<file path="config.mk">
export PLATFORM = sky130hd
export DESIGN_NAME = eth_mac_rx_parser
export DESIGN_NICKNAME = d
export VERILOG_FILES = /design/src/rtl/eth_mac_pkg.sv /design/src/rtl/eth_crc32_byte.sv /design/src/rtl/eth_mac_rx_parser.sv
export SDC_FILE = /design/constraint.sdc
export NUM_CORES = 1
export LEC_CHECK = 0
export BUFFER_PORTS_ARGS = -buffer_cell sky130_fd_sc_hd__buf_2
export CORE_MARGIN = 2
export CORE_UTILIZATION = 30
export CTS_BUF_LIST = sky130_fd_sc_hd__clkbuf_8 sky130_fd_sc_hd__clkbuf_16
export CTS_CLUSTER_DIAMETER = 60
export DETAILED_ROUTE_END_ITERATION = 8
export PLACE_DENSITY = 0.42
export SLEW_MARGIN = 10
export SYNTH_ARGS = -nofsm -noshare
export SYNTH_HDL_FRONTEND = slang
export SYNTH_SLANG_ARGS = --single-unit
</file>
<file path="constraint.sdc">
create_clock -name clk_125 -period 2.6 [get_ports clk_125]
set_input_delay 0.26 -clock clk_125 [delete_from_list [all_inputs] [get_ports clk_125]]
set_output_delay 0.26 -clock clk_125 [all_outputs]
set_load 0.02 [all_outputs]
</file>
<file path="src/rtl/eth_mac_pkg.sv">
// eth_mac_pkg: constants and rx FSM state encoding shared by the Ethernet MAC rx/tx paths.
//   ETH_*        : framing bytes, CRC-32 polynomial and residue, minimum payload length
//   rx_state_t   : rx framing FSM state type with RX_* state constants
package eth_mac_pkg;
    localparam logic [7:0]  ETH_PREAMBLE_BYTE = 8'h55;
    localparam logic [7:0]  ETH_SFD_BYTE      = 8'hD5;
    localparam logic [31:0] ETH_CRC_POLY_REFL = 32'hEDB88320;
    localparam logic [31:0] ETH_CRC_RESIDUE   = 32'hDEBB20E3;
    localparam int          ETH_MIN_PAYLOAD   = 60;

    typedef logic [2:0] rx_state_t;
    localparam rx_state_t RX_IDLE     = 3'd0;
    localparam rx_state_t RX_PREAMBLE = 3'd1;
    localparam rx_state_t RX_PAYLOAD  = 3'd2;
    localparam rx_state_t RX_FLUSH    = 3'd3;
    localparam rx_state_t RX_DROP     = 3'd4;
endpackage

</file>
<file path="src/rtl/eth_crc32_byte.sv">
// eth_crc32_byte: combinational byte-serial CRC-32 step (reflected, LSB of data first).
//   crc      in  32  current CRC register
//   data     in   8  byte to absorb
//   crc_next out 32  CRC register after absorbing data
module eth_crc32_byte
    import eth_mac_pkg::*;
(
    input  logic [31:0] crc,
    input  logic [7:0]  data,
    output logic [31:0] crc_next
);
    always_comb begin
        crc_next = crc;
        for (int i = 0; i < 8; i++)
            crc_next = (crc_next >> 1) ^ ((crc_next[0] ^ data[i]) ? ETH_CRC_POLY_REFL : 32'h0);
    end
endmodule

</file>
<file path="src/rtl/eth_mac_rx_parser.sv">
// eth_mac_rx_parser: GMII rx framing - strips preamble/SFD and FCS, checks CRC, emits AXI-Stream bytes.
//   clk_125, reset_n          : receive clock, async active-low reset
//   gmii_rxd/rxdv/rxer/rx_ce  : GMII byte, frame valid, PHY error, byte strobe
//   m_rx_axis_t*              : payload stream; tuser on the tlast beat flags a bad frame
//   s_rx_axis_trdy            : FIFO ready
//   stat_rx_good/stat_rx_bad  : one-cycle per-frame status pulses
module eth_mac_rx_parser
    import eth_mac_pkg::*;
#(
    parameter int MIN_PAYLOAD  = ETH_MIN_PAYLOAD,
    parameter int MAX_PREAMBLE = 7
) (
    input  logic       clk_125,
    input  logic       reset_n,
    input  logic [7:0] gmii_rxd,
    input  logic       gmii_rxdv,
    input  logic       gmii_rxer,
    input  logic       gmii_rx_ce,
    output logic [7:0] m_rx_axis_tdata,
    output logic       m_rx_axis_tvalid,
    output logic       m_rx_axis_tlast,
    output logic       m_rx_axis_tuser,
    input  logic       s_rx_axis_trdy,
    output logic       stat_rx_good,
    output logic       stat_rx_bad
);
    rx_state_t   state;
    logic [39:0] sh;
    logic [2:0]  lcnt;
    logic [31:0] crc;
    logic [31:0] crc_nxt;
    logic [10:0] cnt;
    logic [7:0]  pcnt;
    logic        err;
    logic        ifg;
    logic        armed;
    logic        lost;
    logic        bad_end;
    logic        ifg_now;

    eth_crc32_byte u_crc (.crc(crc), .data(gmii_rxd), .crc_next(crc_nxt));

    // A non-last beat still pending at a byte strobe was never taken by the FIFO.
    assign lost    = m_rx_axis_tvalid & ~m_rx_axis_tlast & ~s_rx_axis_trdy;
    // cnt includes the 4 FCS bytes, hence the +4 on the runt threshold.
    assign bad_end = err | lost | (crc != ETH_CRC_RESIDUE) | (int'(cnt) < MIN_PAYLOAD + 4);
    assign ifg_now = ifg | (gmii_rx_ce & gmii_rxdv);

    always_ff @(posedge clk_125 or negedge reset_n) begin
        if (!reset_n) begin
            state            <= RX_IDLE;
            sh               <= '0;
            lcnt             <= '0;
            crc              <= '1;
            cnt              <= '0;
            pcnt             <= '0;
            err              <= 1'b0;
            ifg              <= 1'b0;
            armed            <= 1'b0;
            m_rx_axis_tdata  <= '0;
            m_rx_axis_tvalid <= 1'b0;
            m_rx_axis_tlast  <= 1'b0;
            m_rx_axis_tuser  <= 1'b0;
            stat_rx_good     <= 1'b0;
            stat_rx_bad      <= 1'b0;
        end else begin
            stat_rx_good <= 1'b0;
            stat_rx_bad  <= 1'b0;
            // After reset, wait for an inter-frame gap so a frame in progress is not parsed.
            if (gmii_rx_ce && !gmii_rxdv)
                armed <= 1'b1;
            if (m_rx_axis_tvalid && s_rx_axis_trdy && !m_rx_axis_tlast)
                m_rx_axis_tvalid <= 1'b0;
            case (state)
                RX_IDLE: begin
                    if (gmii_rx_ce && gmii_rxdv && armed) begin
                        if (gmii_rxd == ETH_PREAMBLE_BYTE) begin
                            state <= RX_PREAMBLE;
                            pcnt  <= 8'd1;
                        end else begin
                            state       <= RX_DROP;
                            stat_rx_bad <= 1'b1;
                        end
                    end
                end
                RX_PREAMBLE: begin
                    if (gmii_rx_ce) begin
                        if (!gmii_rxdv)
                            state <= RX_IDLE;
                        else if (gmii_rxd == ETH_SFD_BYTE) begin
                            state <= RX_PAYLOAD;
                            crc   <= '1;
                            err   <= 1'b0;
                            lcnt  <= '0;
                            cnt   <= '0;
                        end else if (gmii_rxd == ETH_PREAMBLE_BYTE && int'(pcnt) < MAX_PREAMBLE)
                            pcnt <= pcnt + 8'd1;
                        else begin
                            state       <= RX_DROP;
                            stat_rx_bad <= 1'b1;
                        end
                    end
                end
                RX_PAYLOAD: begin
                    if (gmii_rx_ce) begin
                        if (lost)
                            err <= 1'b1;
                        if (gmii_rxdv) begin
                            crc <= crc_nxt;
                            sh  <= {sh[31:0], gmii_rxd};
                            cnt <= cnt + 11'(cnt != 11'h7FF);
                            if (gmii_rxer)
                                err <= 1'b1;
                            if (lcnt == 3'd5) begin
                                m_rx_axis_tdata  <= sh[39:32];
                                m_rx_axis_tvalid <= 1'b1;
                            end else
                                lcnt <= lcnt + 3'd1;
                        end else if (lcnt == 3'd5) begin
                            // The four youngest entries are the FCS; the oldest is the last payload byte.
                            m_rx_axis_tdata  <= sh[39:32];
                            m_rx_axis_tvalid <= 1'b1;
                            m_rx_axis_tlast  <= 1'b1;
                            m_rx_axis_tuser  <= bad_end;
                            ifg              <= 1'b0;
                            state            <= RX_FLUSH;
                        end else begin
                            stat_rx_bad <= 1'b1;
                            state       <= RX_IDLE;
                        end
                    end
                end
                RX_FLUSH: begin
                    if (gmii_rx_ce && gmii_rxdv)
                        ifg <= 1'b1;
                    if (s_rx_axis_trdy) begin
                        m_rx_axis_tvalid <= 1'b0;
                        m_rx_axis_tlast  <= 1'b0;
                        m_rx_axis_tuser  <= 1'b0;
                        stat_rx_good     <= ~m_rx_axis_tuser;
                        stat_rx_bad      <= m_rx_axis_tuser | ifg_now;
                        ifg              <= 1'b0;
                        state            <= ifg_now ? RX_DROP : RX_IDLE;
                    end
                end
                RX_DROP: begin
                    if (gmii_rx_ce && !gmii_rxdv)
                        state <= RX_IDLE;
                end
                default: state <= RX_IDLE;
            endcase
        end
    end
endmodule

</file>
# == After elaboration in Yosys (flattened, before gate mapping) ==
# Index checks and enable logic that the tools add are counted.
# word_totals
ff_bits,113
latchBits,0
mem_bits_ro,0
output_inout_bits,13
in_bits,14
wordCells,181
ram_bits,0
memories,0
# classes
n_mux,88
n_mul,0
shifts,0
bitwise,27
reduce_logical,21
n_eq_ne,25
add_sub_neg,3
div,0
n_lt_le_gt_ge,2
# ops
op,count
$mux W32,13
$xor A31 B32 Y32,8
$pmux W32 S2,1
$mux W11,5
$mux W3,17
$mux W8,6
$mux W1,35
$ne A32 B32 Y1 const B,1
$ne A2 B2 Y1 const B,14
$pmux W11 S2,1
$reduce_and A7 Y1,3
$pmux W8 S2,1
$pmux W3 S5,1
$reduce_and A5 Y1,3
$add A11 B1 Y11,1
$lt A11 B7 Y1 const B,1
$ne A11 B11 Y1 const B,1
$pmux W1 S2,5
$add A8 B1 Y8 const B,1
$eq A8 B7 Y1 const B,1
$eq A8 B8 Y1 const B,1
$lt A8 B3 Y1 const B,1
$xor A1 B1 Y1,8
$eq A3 B2 Y1 const B,2
other kinds (17),35

# == Depth between registers and ports, before layout ==
# depth
depth_word,27
ltp_mapped,10
depth_no_buf,9

# == Cells and area by module ==
# From an unflattened synthesis, not the netlist that was laid out.
# hier_totals
cells_unflattened,468
area_unflattened_um2,5823.1
# modules_own_cells
module,cells_each,seq_area_each_um2,area_per_inst_um2,n_inst
eth_mac_rx_parser,396,2867.8,5132.4,1
eth_crc32_byte,72,0.0,690.7,1

# == Least setup slack after synthesis ==
# No wires, ideal clock.
# synth_timing
kind,reg-to-reg
startpoint,register cnt[4]
endpoint,register cnt[4]
setup_ns,0.119
required_ns,2.481
path_buffers,1
t_arrival_ns,1.984
period_less_slack_ns,2.103
slack_ns,0.497
stages_incl_launch_ff,10
cell_sequence,dfrtp_1 -> and3_1 -> and3_1 -> nand4_1 -> ha_1 -> ha_1 -> and3_1 -> clkbuf_1 -> and2_1 -> o21a_1
# synth_between
elab_chain_cells,5
# synth_lines
element,line_no,rtl
"start, declared",eth_mac_rx_parser.sv:32,logic [10:0] cnt;
"start signal, assigned",eth_mac_rx_parser.sv:111,cnt <= cnt + 11'(cnt != 11'h7FF);
$ne A11 B11 Y1,eth_mac_rx_parser.sv:111,
$add A11 B1 Y11 (*),eth_mac_rx_parser.sv:111,
$mux W11 (*),eth_mac_rx_parser.sv:108,if (gmii_rxdv) begin
$mux W11 (*),eth_mac_rx_parser.sv:105,if (gmii_rx_ce) begin
$pmux W11 S2 (*),eth_mac_rx_parser.sv:74,case (state)
# Every way passes the cells marked *; elsewhere a longest branch is shown, timed or not. The select of a mux whose other input is x is not followed.
# A chain may end at the register's enable or synchronous reset.

# == Worst setup path in the final report ==
# Same ends and word-level chain as after synthesis.

==> metrics.txt <==
outcome finished, final reports clean; Top cell by count, worst path and3_1; antenna fix cells 0; Seq pwr share 34.6%; Slew HR 53.0%; Worst path max stage delay 0.43 ns; placer congestion estimate 0.783; CTS max path bufs 2; die width approximately 140 um; Total GRT Usage between 10% and 20%; CP cell instances and3_1 > and3_1 > nand4_1 > ha_1 > ha_1 > and3_1 > and2_1 > o21a_1; wire length of the first global-routing pass roughly 22000 um; CTS tree built; Setup Buffers After CTS 0; f_max ~0.44 GHz; Yosys Warn Count 0; Gate Count Post-Synth 518; Clk pin slew, worst setup/hold paths approximately 0.050 ns; final antenna-violating net count 0; Post-Syn Nets ~540; fraction of layout cells with a size suffix above 1 between 20% and 30%; number of max-cap violations 0; largest net degree at the start of global routing 47; Switching Fraction 30.5%; ys flop type dfrtp_1; number of DRC markers in iteration 0 between 200 and 250; count of state elements after synthesis approximately 110; Final Hold Viols 0; DRC 0; EDFF count, synth 0; CTS Root Cell clkbuf_16; Internal Pwr Total 4260 uW; max-slew violation count 0; CTS resizes 0; wire per inst ~17 um; HPWL Detailed between 9000 and 10000 um; cell area after synthesis about 5700 um^2; Final min period between 2 and 2.5 ns; PortBufs 26; Arr. time, crit path between 2 and 3 ns; Worst Tran Pin Value roughly 0.7 ns; final core utilization roughly 36%; switching pwr roughly 1900 uW; sequential element share of the synthesized area between 50% and 60%; DIE HEIGHT roughly 140 um; # IOs 27; PwrDens 901 nW/um^2; vias per cell 4.94; H-tree levels 4; Worst EP required just under 3 ns; Synth async-reset ratio 100%; Setup crit end kind register; Area Overhead vs Synth 19.4%; 1st-pass router iterations 4; CP max-delay cell dfrtp_1; Hold Buf Count CTS 1; final setup fails 0; clk_skew around 0.0071 ns; # rows 50; critical path type register to register; Leak around 0.003 uW; die area around 20000 um^2; Core ar. around 19000 um^2; period utilization between 80% and 90%; clock sinks around 110; final WL between 10000 and 15000 um; vias in the first global route about 4100; later-pin clock latency in the skew report roughly 0.42 ns; CTS Buf Count 17; grt total ovfl 0; clock power share 39.8%; Logic pwr share about 26%; Critical Path Start Type register; crit path max fanout 7; Tightest Hold Check Type input pin to register; NumNets Final 573; Fillers around 1900; syn avg cell area ~11 um^2; worst vdd ir 0.000570 V; initial antenna violation count 0; RSZ-0062 raised after global routing false; post-synth cell types between 50 and 60; starting density of the core 30.6%; vias post-DR approximately 4000; setup TNS 0 ns
through the flow:
| stage | setup WS, ns | cells | power (uW) | hold slack, ns | area, um^2 |
|---|---|---|---|---|---|
| after floorplan | 0.497 | 518 | 3340 | -0.0356 | 5700 |
| after global placement | 0.373 | 768 | 3710 | 0.286 | 6170 |
| after detailed placement | 0.354 | 768 | 3720 | 0.291 | 6170 |
| after CTS | 0.340 | 801 | 6220 | 0.0730 | 6800 |
| after global routing | 0.184 | 801 | 6440 | 0.0910 | 6800 |
| final | 0.324 | 801 | 6130 | 0.0871 | 6800 |
layout make-up:
cell class                 instances  area (um^2)  area share [%]
clock inverter                    14          183            2.69
clock buffer                      18          439            6.46
inverter                           5         18.8           0.276
sequential                       113         2870            42.2
multi-input combinational        377         2720            40.0
tap                              234          293            4.30
timing repair buffer              40          278            4.08
cell usage after synthesis, types with 3 or more instances:
master / instances / area share (%)
nor3_1: 4 / 0.35
xnor2_1: 42 / 6.5
and3_1: 3 / 0.33
buf_2: 6 / 0.53
nand4b_1: 6 / 0.92
dfrtp_1: 81 / 36
xor2_1: 19 / 2.9
nor2_1: 51 / 3.4
dfstp_2: 32 / 15
a31oi_1: 14 / 1.5
o21ai_0: 17 / 1.5
nor4_1: 6 / 0.66
nor2b_1: 6 / 0.66
a22o_1: 4 / 0.61
clkbuf_1: 15 / 0.99
a21oi_1: 34 / 3.0
o21ai_1: 11 / 0.97
nand2_1: 39 / 2.6
ha_1: 5 / 1.1
nand3_1: 13 / 1.1
mux2_2: 41 / 8.1
nand4_1: 7 / 0.77
xnor2_2: 7 / 2.0
nand3b_1: 3 / 0.40
nand2b_1: 8 / 0.88
inv_1: 5 / 0.33
logic make-up after synthesis:
group | count (synthesis) | share of synthesized area, %
AO/OA/AOI/OAI | 95 | 9.86
XOR/XNOR | 74 | 14.1
adder cells (fa/ha/maj) | 5 | 1.10
buffers and inverters | 28 | 1.98
flip-flops | 113 | 50.3
multiplexers | 42 | 8.28
AND/OR/NAND/NOR | 161 | 14.3
placed cells by master (no fill, tap or decap), drive strengths merged, types with 2 or more instances in the layout:
master	count
clkinv	6
a22o	4
and2	2
clkinvlp	3
clkbuf	18
xnor2	51
nand3b	3
nand2b	8
or4	2
nor4	6
nand4bb	2
nor2	51
nand3	13
a32o	2
dfstp	32
dfrtp	81
o211ai	2
a31oi	14
mux2	41
buf	39
inv	7
bufinv	3
nor3	4
xor2	21
and3	3
o21ai	28
nor2b	6
nand2	39
nand4b	6
nand4	7
ha	5
a21oi	34
and4b	2
and4	2
state kept, by name, indices dropped and copies added, names as in the netlist, 3 cells and up:
signal,cells
m_rx_axis_tdata,8
lcnt,3
pcnt,8
crc,32
state,3
sh,40
cnt,11
routing by layer:
| layer | track usage (%) | vias up | routed length [um] |
|---|---|---|---|
| met4 | 5.37 | 0 | 239 |
| li1 | - | 1909 | - |
| met1 | 19.4 | 1962 | 6550 |
| met3 | 4.02 | 18 | 539 |
| met5 | 0 | - | 0 |
| met2 | 22.4 | 68 | 6150 |
power by group through the flow:
stage	clock (uW)	combinational [uW]	sequential [uW]
after floorplan	0	1250	2090
after global placement	0	1560	2150
after detailed placement	0	1570	2150
after CTS	2510	1590	2120
after global routing	2590	1710	2150
final	2440	1570	2120
final timing paths:
kind / slack [ns] / start / cells after the start / to
min in group asynchronous: 0.37 / reset_n / 2 / pcnt[1]$_DFFE_PN0P_
setup reg to reg: 0.32 / cnt[4]$_DFFE_PN0P_ / 8 / cnt[4]$_DFFE_PN0P_
setup / recovery: 0.32 / cnt[4]$_DFFE_PN0P_ / 8 / cnt[4]$_DFFE_PN0P_
hold / removal: 0.09 / s_rx_axis_trdy / 2 / m_rx_axis_tvalid$_DFF_PN0_
hold reg to reg: 0.46 / sh[32]$_DFFE_PN0P_ / 2 / m_rx_axis_tdata[0]$_DFFE_PN0P_
max in group asynchronous: 1.51 / reset_n / 3 / crc[0]$_DFFE_PN1P_
critical path, delay by kind of cell, from the launching register on:
kind                     cells  cell delay [ns]
AO/OA/AOI/OAI                1             0.17
adder cells (fa/ha/maj)      2             0.47
flip-flops                   1             0.43
AND/OR/NAND/NOR              5             1.10
Power figures use the tool's default switching activity.
